--- src/rtl/rsd_pkg.sv ---
// Shared helpers for the radix-r signed-digit adder: digit sizing and the
// digit-slice convention (digit i lives at [i*D +: D], digit 0 least significant).
package rsd_pkg;

    localparam int unsigned RsdMinRadix = 4;

    function automatic int unsigned rsd_digit_bits(input int unsigned radix);
        return $clog2(radix) + 1;
    endfunction

    function automatic int unsigned rsd_max_digit(input int unsigned radix);
        return radix - 1;
    endfunction

    function automatic int unsigned rsd_digit_lsb(input int unsigned idx, input int unsigned bits);
        return idx * bits;
    endfunction

endpackage

--- src/rtl/rsd_digit_tw.sv ---
// One digit position of the signed-digit adder: forms x+/-y and splits it into a
// transfer digit t (-1, 0, +1) and an interim digit w so that p = RADIX*t + w.
module rsd_digit_tw
    import rsd_pkg::*;
#(
    parameter int unsigned RADIX = 8,
    parameter int unsigned D     = rsd_digit_bits(RADIX)
) (
    input  logic [D-1:0] x_i,
    input  logic [D-1:0] y_i,
    input  logic         sub_i,
    output logic [1:0]   t_o,
    output logic [D-1:0] w_o,
    output logic         err_o
);

    localparam int unsigned A = rsd_max_digit(RADIX);
    localparam logic signed [D:0] PosLim = (D+1)'(A);
    localparam logic signed [D:0] NegLim = -PosLim;
    localparam logic signed [D:0] RadixS = (D+1)'(RADIX);

    logic signed [D:0] x_ext;
    logic signed [D:0] y_ext;
    logic signed [D:0] y_eff;
    logic signed [D:0] p;

    always_comb begin
        x_ext = {x_i[D-1], x_i};
        y_ext = {y_i[D-1], y_i};
        // One extra bit keeps the negation exact even for an out-of-range y digit.
        y_eff = sub_i ? -y_ext : y_ext;
        p     = x_ext + y_eff;
        err_o = (x_ext > PosLim) || (x_ext < NegLim) || (y_ext > PosLim) || (y_ext < NegLim);
        if (p >= PosLim) begin
            t_o = 2'b01;
            w_o = D'(p - RadixS);
        end else if (p <= NegLim) begin
            t_o = 2'b11;
            w_o = D'(p + RadixS);
        end else begin
            t_o = 2'b00;
            w_o = D'(p);
        end
    end

endmodule

--- src/rtl/rsd_add_pipe.sv ---
// Two-stage pipelined signed-digit adder/subtractor with valid/ready flow control.
// Stage 1 holds per-digit (t, w) pairs; stage 2 absorbs each transfer into the next digit.
module rsd_add_pipe
    import rsd_pkg::*;
#(
    parameter int unsigned RADIX = 8,
    parameter int unsigned WIDTH = 5,
    localparam int unsigned D    = rsd_digit_bits(RADIX),
    localparam int unsigned N    = D * WIDTH
) (
    input  logic           clock,
    input  logic           reset,
    input  logic           in_valid,
    output logic           in_ready,
    input  logic           sub,
    input  logic [N-1:0]   x_in,
    input  logic [N-1:0]   y_in,
    output logic           out_valid,
    input  logic           out_ready,
    output logic [N+D-1:0] s_out,
    output logic           err_out
);

    if (RADIX < RsdMinRadix) begin : g_bad_radix
        $error("rsd_add_pipe: RADIX must be at least 4");
    end
    if (WIDTH < 1) begin : g_bad_width
        $error("rsd_add_pipe: WIDTH must be at least 1");
    end

    function automatic logic [D-1:0] t_sext(input logic [1:0] t);
        return {{(D-2){t[1]}}, t};
    endfunction

    // Stage 1: per-digit transfer/interim split
    logic [WIDTH-1:0][1:0]   t_d;
    logic [WIDTH-1:0][D-1:0] w_d;
    logic [WIDTH-1:0]        err_dig;

    for (genvar i = 0; i < WIDTH; i++) begin : g_digit
        rsd_digit_tw #(
            .RADIX (RADIX),
            .D     (D)
        ) u_digit (
            .x_i   (x_in[rsd_digit_lsb(i, D) +: D]),
            .y_i   (y_in[rsd_digit_lsb(i, D) +: D]),
            .sub_i (sub),
            .t_o   (t_d[i]),
            .w_o   (w_d[i]),
            .err_o (err_dig[i])
        );
    end

    logic                    s1_valid_q, s1_valid_d;
    logic [WIDTH-1:0][1:0]   t_q;
    logic [WIDTH-1:0][D-1:0] w_q;
    logic                    err1_q;

    logic                    out_valid_q, out_valid_d;
    logic [N+D-1:0]          s_q, s_d;
    logic                    err_q;

    logic                    s2_adv;
    logic                    in_fire;
    logic                    s2_load;

    assign s2_adv   = !out_valid_q || out_ready;
    assign in_ready = !s1_valid_q || s2_adv;
    assign in_fire  = in_valid && in_ready;
    assign s2_load  = s2_adv && s1_valid_q;

    always_comb begin
        s1_valid_d = s1_valid_q;
        if (in_fire) begin
            s1_valid_d = 1'b1;
        end else if (s2_adv) begin
            s1_valid_d = 1'b0;
        end
        out_valid_d = s2_adv ? s1_valid_q : out_valid_q;
    end

    // Stage 2: each digit takes the transfer from the digit below it; the top
    // digit is the final transfer alone.
    always_comb begin
        s_d = '0;
        s_d[0 +: D] = w_q[0];
        for (int unsigned i = 1; i < WIDTH; i++) begin
            s_d[rsd_digit_lsb(i, D) +: D] = w_q[i] + t_sext(t_q[i-1]);
        end
        s_d[rsd_digit_lsb(WIDTH, D) +: D] = t_sext(t_q[WIDTH-1]);
    end

    always_ff @(posedge clock) begin
        if (reset) begin
            s1_valid_q  <= 1'b0;
            t_q         <= '0;
            w_q         <= '0;
            err1_q      <= 1'b0;
            out_valid_q <= 1'b0;
            s_q         <= '0;
            err_q       <= 1'b0;
        end else begin
            s1_valid_q  <= s1_valid_d;
            out_valid_q <= out_valid_d;
            if (in_fire) begin
                t_q    <= t_d;
                w_q    <= w_d;
                err1_q <= |err_dig;
            end
            if (s2_load) begin
                s_q   <= s_d;
                err_q <= err1_q;
            end
        end
    end

    assign out_valid = out_valid_q;
    assign s_out     = s_q;
    assign err_out   = err_q;

endmodule

--- config.mk ---
export PLATFORM = sky130hd
export DESIGN_NAME = rsd_add_pipe
export DESIGN_NICKNAME = d
export VERILOG_FILES = /design/src/rtl/rsd_pkg.sv /design/src/rtl/rsd_digit_tw.sv /design/src/rtl/rsd_add_pipe.sv
export SDC_FILE = /design/constraint.sdc
export NUM_CORES = 1
export LEC_CHECK = 0
export BUFFER_PORTS_ARGS = -buffer_cell sky130_fd_sc_hd__buf_2
export CAP_MARGIN = 40
export CORE_UTILIZATION = 61
export DETAILED_ROUTE_END_ITERATION = 10
export PLACE_DENSITY = 0.86
export SLEW_MARGIN = 20
export SYNTH_ARGS = -nofsm -noshare
export SYNTH_HDL_FRONTEND = slang
export SYNTH_SLANG_ARGS = --single-unit
--- constraint.sdc ---
create_clock -name clock -period 7.6 [get_ports clock]
set_input_delay 1.52 -clock clock [delete_from_list [all_inputs] [get_ports clock]]
set_output_delay 1.52 -clock clock [all_outputs]
set_load 0.02 [all_outputs]
==> impl_metrics.env <==
export IMPL_port_buffers=71
export IMPL_fp_dieW_um=82.5
export IMPL_area_growth_pct=13.1
export IMPL_ys_warn_count=0
export IMPL_use_met3_pct=4.29
export IMPL_grt_max_degree=31
export IMPL_p_sw_share_pct=33.4
export IMPL_syn_area_per_cell_um2=8.36
export IMPL_clock_path_buffers=2
export IMPL_firstDrtPassIters=5
export IMPL_htree_levels=2
export IMPL_final_antenna_net_count=0
export IMPL_postCtsSetupRepairBufs=0
export IMPL_clkPwrFrac_pct=22.0
export IMPL_ys_types=50
export IMPL_skew_ns=0.0129
export IMPL_cp_max_fo=3
export IMPL_crit_family="adder cells"
export IMPL_netlist_area_um2=3960
export IMPL_insertion_delay_ns=0.31
export IMPL_crit_buf_inv=2
export IMPL_layout_common_cells="73 x nand2_1, 71 x buf_2, 56 x dfxtp_1"
export IMPL_die_y_um=82.5
export IMPL_crit_required_ns=7.84
export IMPL_coreArea_um2=6100
export IMPL_busiest_layer="met2"
export IMPL_dr_first_iter_drc_count=114
export IMPL_rows=28
export IMPL_netSwitchingPower_mw=0.278
export IMPL_hp_class="reg -> reg"
export IMPL_n_fill_cell=490
export IMPL_period_minus_slack_ns=3.69
export IMPL_path_class="in -> reg"
export IMPL_grt_use_met1_pct=27.0
export IMPL_routed_wl_um=8380
export IMPL_start_util_pct=64.9
export IMPL_relSlewSlack_pct=68.3
export IMPL_arrival_ns=3.93
export IMPL_async_flop_share_pct=0
export IMPL_cts_buffers=5
export IMPL_dieArea_um2=6810
export IMPL_clock_sinks=56
export IMPL_grt_antenna_before_repair=0
export IMPL_track_usage_pct=26.1
export IMPL_grt_ovfl_total=0
export IMPL_final_common_cell="nand2_1"
export IMPL_finalHoldViolations=0
export IMPL_crit_chain="buf_2, inv_1, ha_1, nand2_1, o21ai_0, fa_1, and3_4, a211oi_4, xnor3_1, or3b_1, a21oi_1"
export IMPL_cts_resized=0
export IMPL_cp_start_kind="input pin"
export IMPL_finalSetupTns_ns=0
export IMPL_post_drt_wl_per_cell_um=13.8
export IMPL_synth_seq_area_share_pct=28.3
export IMPL_pwr_share_seq_pct=41.3
export IMPL_cts_tree="built"
export IMPL_peakVddDrop_uv=142
export IMPL_p_int_mw=0.556
export IMPL_rsz0062_at_grt="false"
export IMPL_gp_congestion=0.857
export IMPL_final_nets=633
export IMPL_cap_violations=0
export IMPL_outcome="complete, no violations"
export IMPL_num_antenna_cells=0
export IMPL_grt_pass1_vias=3381
export IMPL_grt_pass1_wl_um=13800
export IMPL_synth_ff_type="dfxtp_1"
export IMPL_clk_pin_slew_ns=0.09
export IMPL_root_buffer="clkbuf_8"
export IMPL_drive_above_1_share_pct=16.2
export IMPL_end_kind="flop"
export IMPL_leakagePower_nw=2.11
export IMPL_setup_ws_ns=3.91
export IMPL_min_period_over_period_pct=48.6
export IMPL_synth_edf_count=0
export IMPL_final_setup_viol_count=0
export IMPL_slew_viol_final=0
export IMPL_dp_slack_ns=3.61
export IMPL_drc=0
export IMPL_cpPeakStageDelay_ns=0.48
export IMPL_cts_hold_buf=0
export IMPL_pwr_share_comb_pct=36.7
export IMPL_vias=3508
export IMPL_synthCells=473
export IMPL_ios=72
export IMPL_ys_ff_latch=56
export IMPL_vias_per_cell=5.78
export IMPL_fmax_mhz=271
export IMPL_post_dp_hpwl_um=6690
export IMPL_cp_slowest_cell="fa_1"
export IMPL_cellPowerDensity_nw_per_um2=187
export IMPL_syn_nets=573
export IMPL_use_met2_pct=52.7
export IMPL_worst_slew_pin_slew_ns=0.470
## cell usage after synthesis (all sizes together), types with 2 or more instances
master / instances / area, um^2
dfxtp: 56 / 1120
o21ai: 12 / 60.1
nor4b: 6 / 52.6
a2bb2oi: 2 / 17.5
buf: 6 / 32.5
a21o: 6 / 45.0
ha: 46 / 576
o31ai: 6 / 45.0
nand3: 10 / 50.1
fa: 9 / 180
and3: 6 / 42.5
a211oi: 13 / 110
nand2: 73 / 274
nor2: 31 / 116
nor4: 2 / 12.5
o211ai: 2 / 15.0
clkbuf: 16 / 60.1
xnor2: 24 / 210
inv: 30 / 113
a31oi: 2 / 12.5
a211o: 4 / 35.0
nor2b: 10 / 62.6
xor2: 8 / 70.1
xnor3: 5 / 113
o211a: 2 / 20.0
a21oi: 52 / 260
and2: 2 / 12.5
nand2b: 11 / 68.8
nor3: 5 / 25.0
## sequential cells by signal, indices dropped and copies added (netlist names)
| name | count |
|---|---|
| s1_valid_q | 1 |
| s_d | 6 |
| s_out | 22 |
| w_q | 16 |
| t_q | 8 |
| err1_q | 1 |
| out_valid | 1 |
| err_out | 1 |
## worst paths after layout
check	from	endpoint	slack (ns)	cells after the start
worst max-delay path	y_in[12]	t_q[7]	3.91	11
worst min-delay path	s_d[0]	s_out[0]	0.45	2
worst min register to register	s_d[0]	s_out[0]	0.45	2
worst max register to register	s1_valid_q	t_q[0]	5.94	5
## tightest hold or removal path: stages, from the launching register on
cell	delay, ns
dfxtp_1	0.32
nand2_1	0.05
a21oi_1	0.05
## power by group through the flow
stage	Combinational (mW)	Clock [mW]	Sequential, mW
after detailed placement	0.303	0	0.352
after floorplan	0.217	0	0.357
final	0.306	0.184	0.345
after global routing	0.342	0.199	0.349
after global placement	0.287	0	0.351
after CTS	0.306	0.187	0.345
## kinds of logic (layout without fill, tap and decap cells)
logic type	after synthesis	count (layout)	synth area share, %
and+or+nand+nor	164	164	19.7
muxes	1	1	0.253
xor gates and xnor gates	37	37	9.93
DFF	56	56	28.3
adders and majority gates	55	55	19.1
AOI/OAI and AO/OA	108	108	17.4
buffers and inverters	52	111	5.19
## stage by stage
| step | instance area [um^2] | cells | power, mW | hold WS, ns | util (%) |
|---|---|---|---|---|---|
| floorplan | 3960 | 473 | 0.574 | 0.432 | - |
| global placement | 4320 | 598 | 0.638 | 0.436 | 70.9 |
| detailed placement | 4360 | 600 | 0.655 | 0.447 | 71.6 |
| CTS | 4460 | 606 | 0.837 | 0.460 | 73.2 |
| global route | 4470 | 607 | 0.890 | 0.482 | 73.4 |
| finish | 4470 | 607 | 0.835 | 0.453 | 73.4 |
## final cells by class
type                       count  area, um^2  area share [%]
clock inverter                 1        30.0           0.672
timing repair buffer          75         417            9.32
multi-input combinational    365        2630            58.8
clock buffer                   5        68.8            1.54
inverter                      30         113            2.52
tap                           75        93.8            2.10
sequential                    56        1120            25.1
## layer usage
layer  wire length [um]  vias up
met5                  0        -
met1               3310     1684
li1                   -     1736
met3                315       11
met2               4630       77
met4                123        0
(Power assumes the default switching activity.)
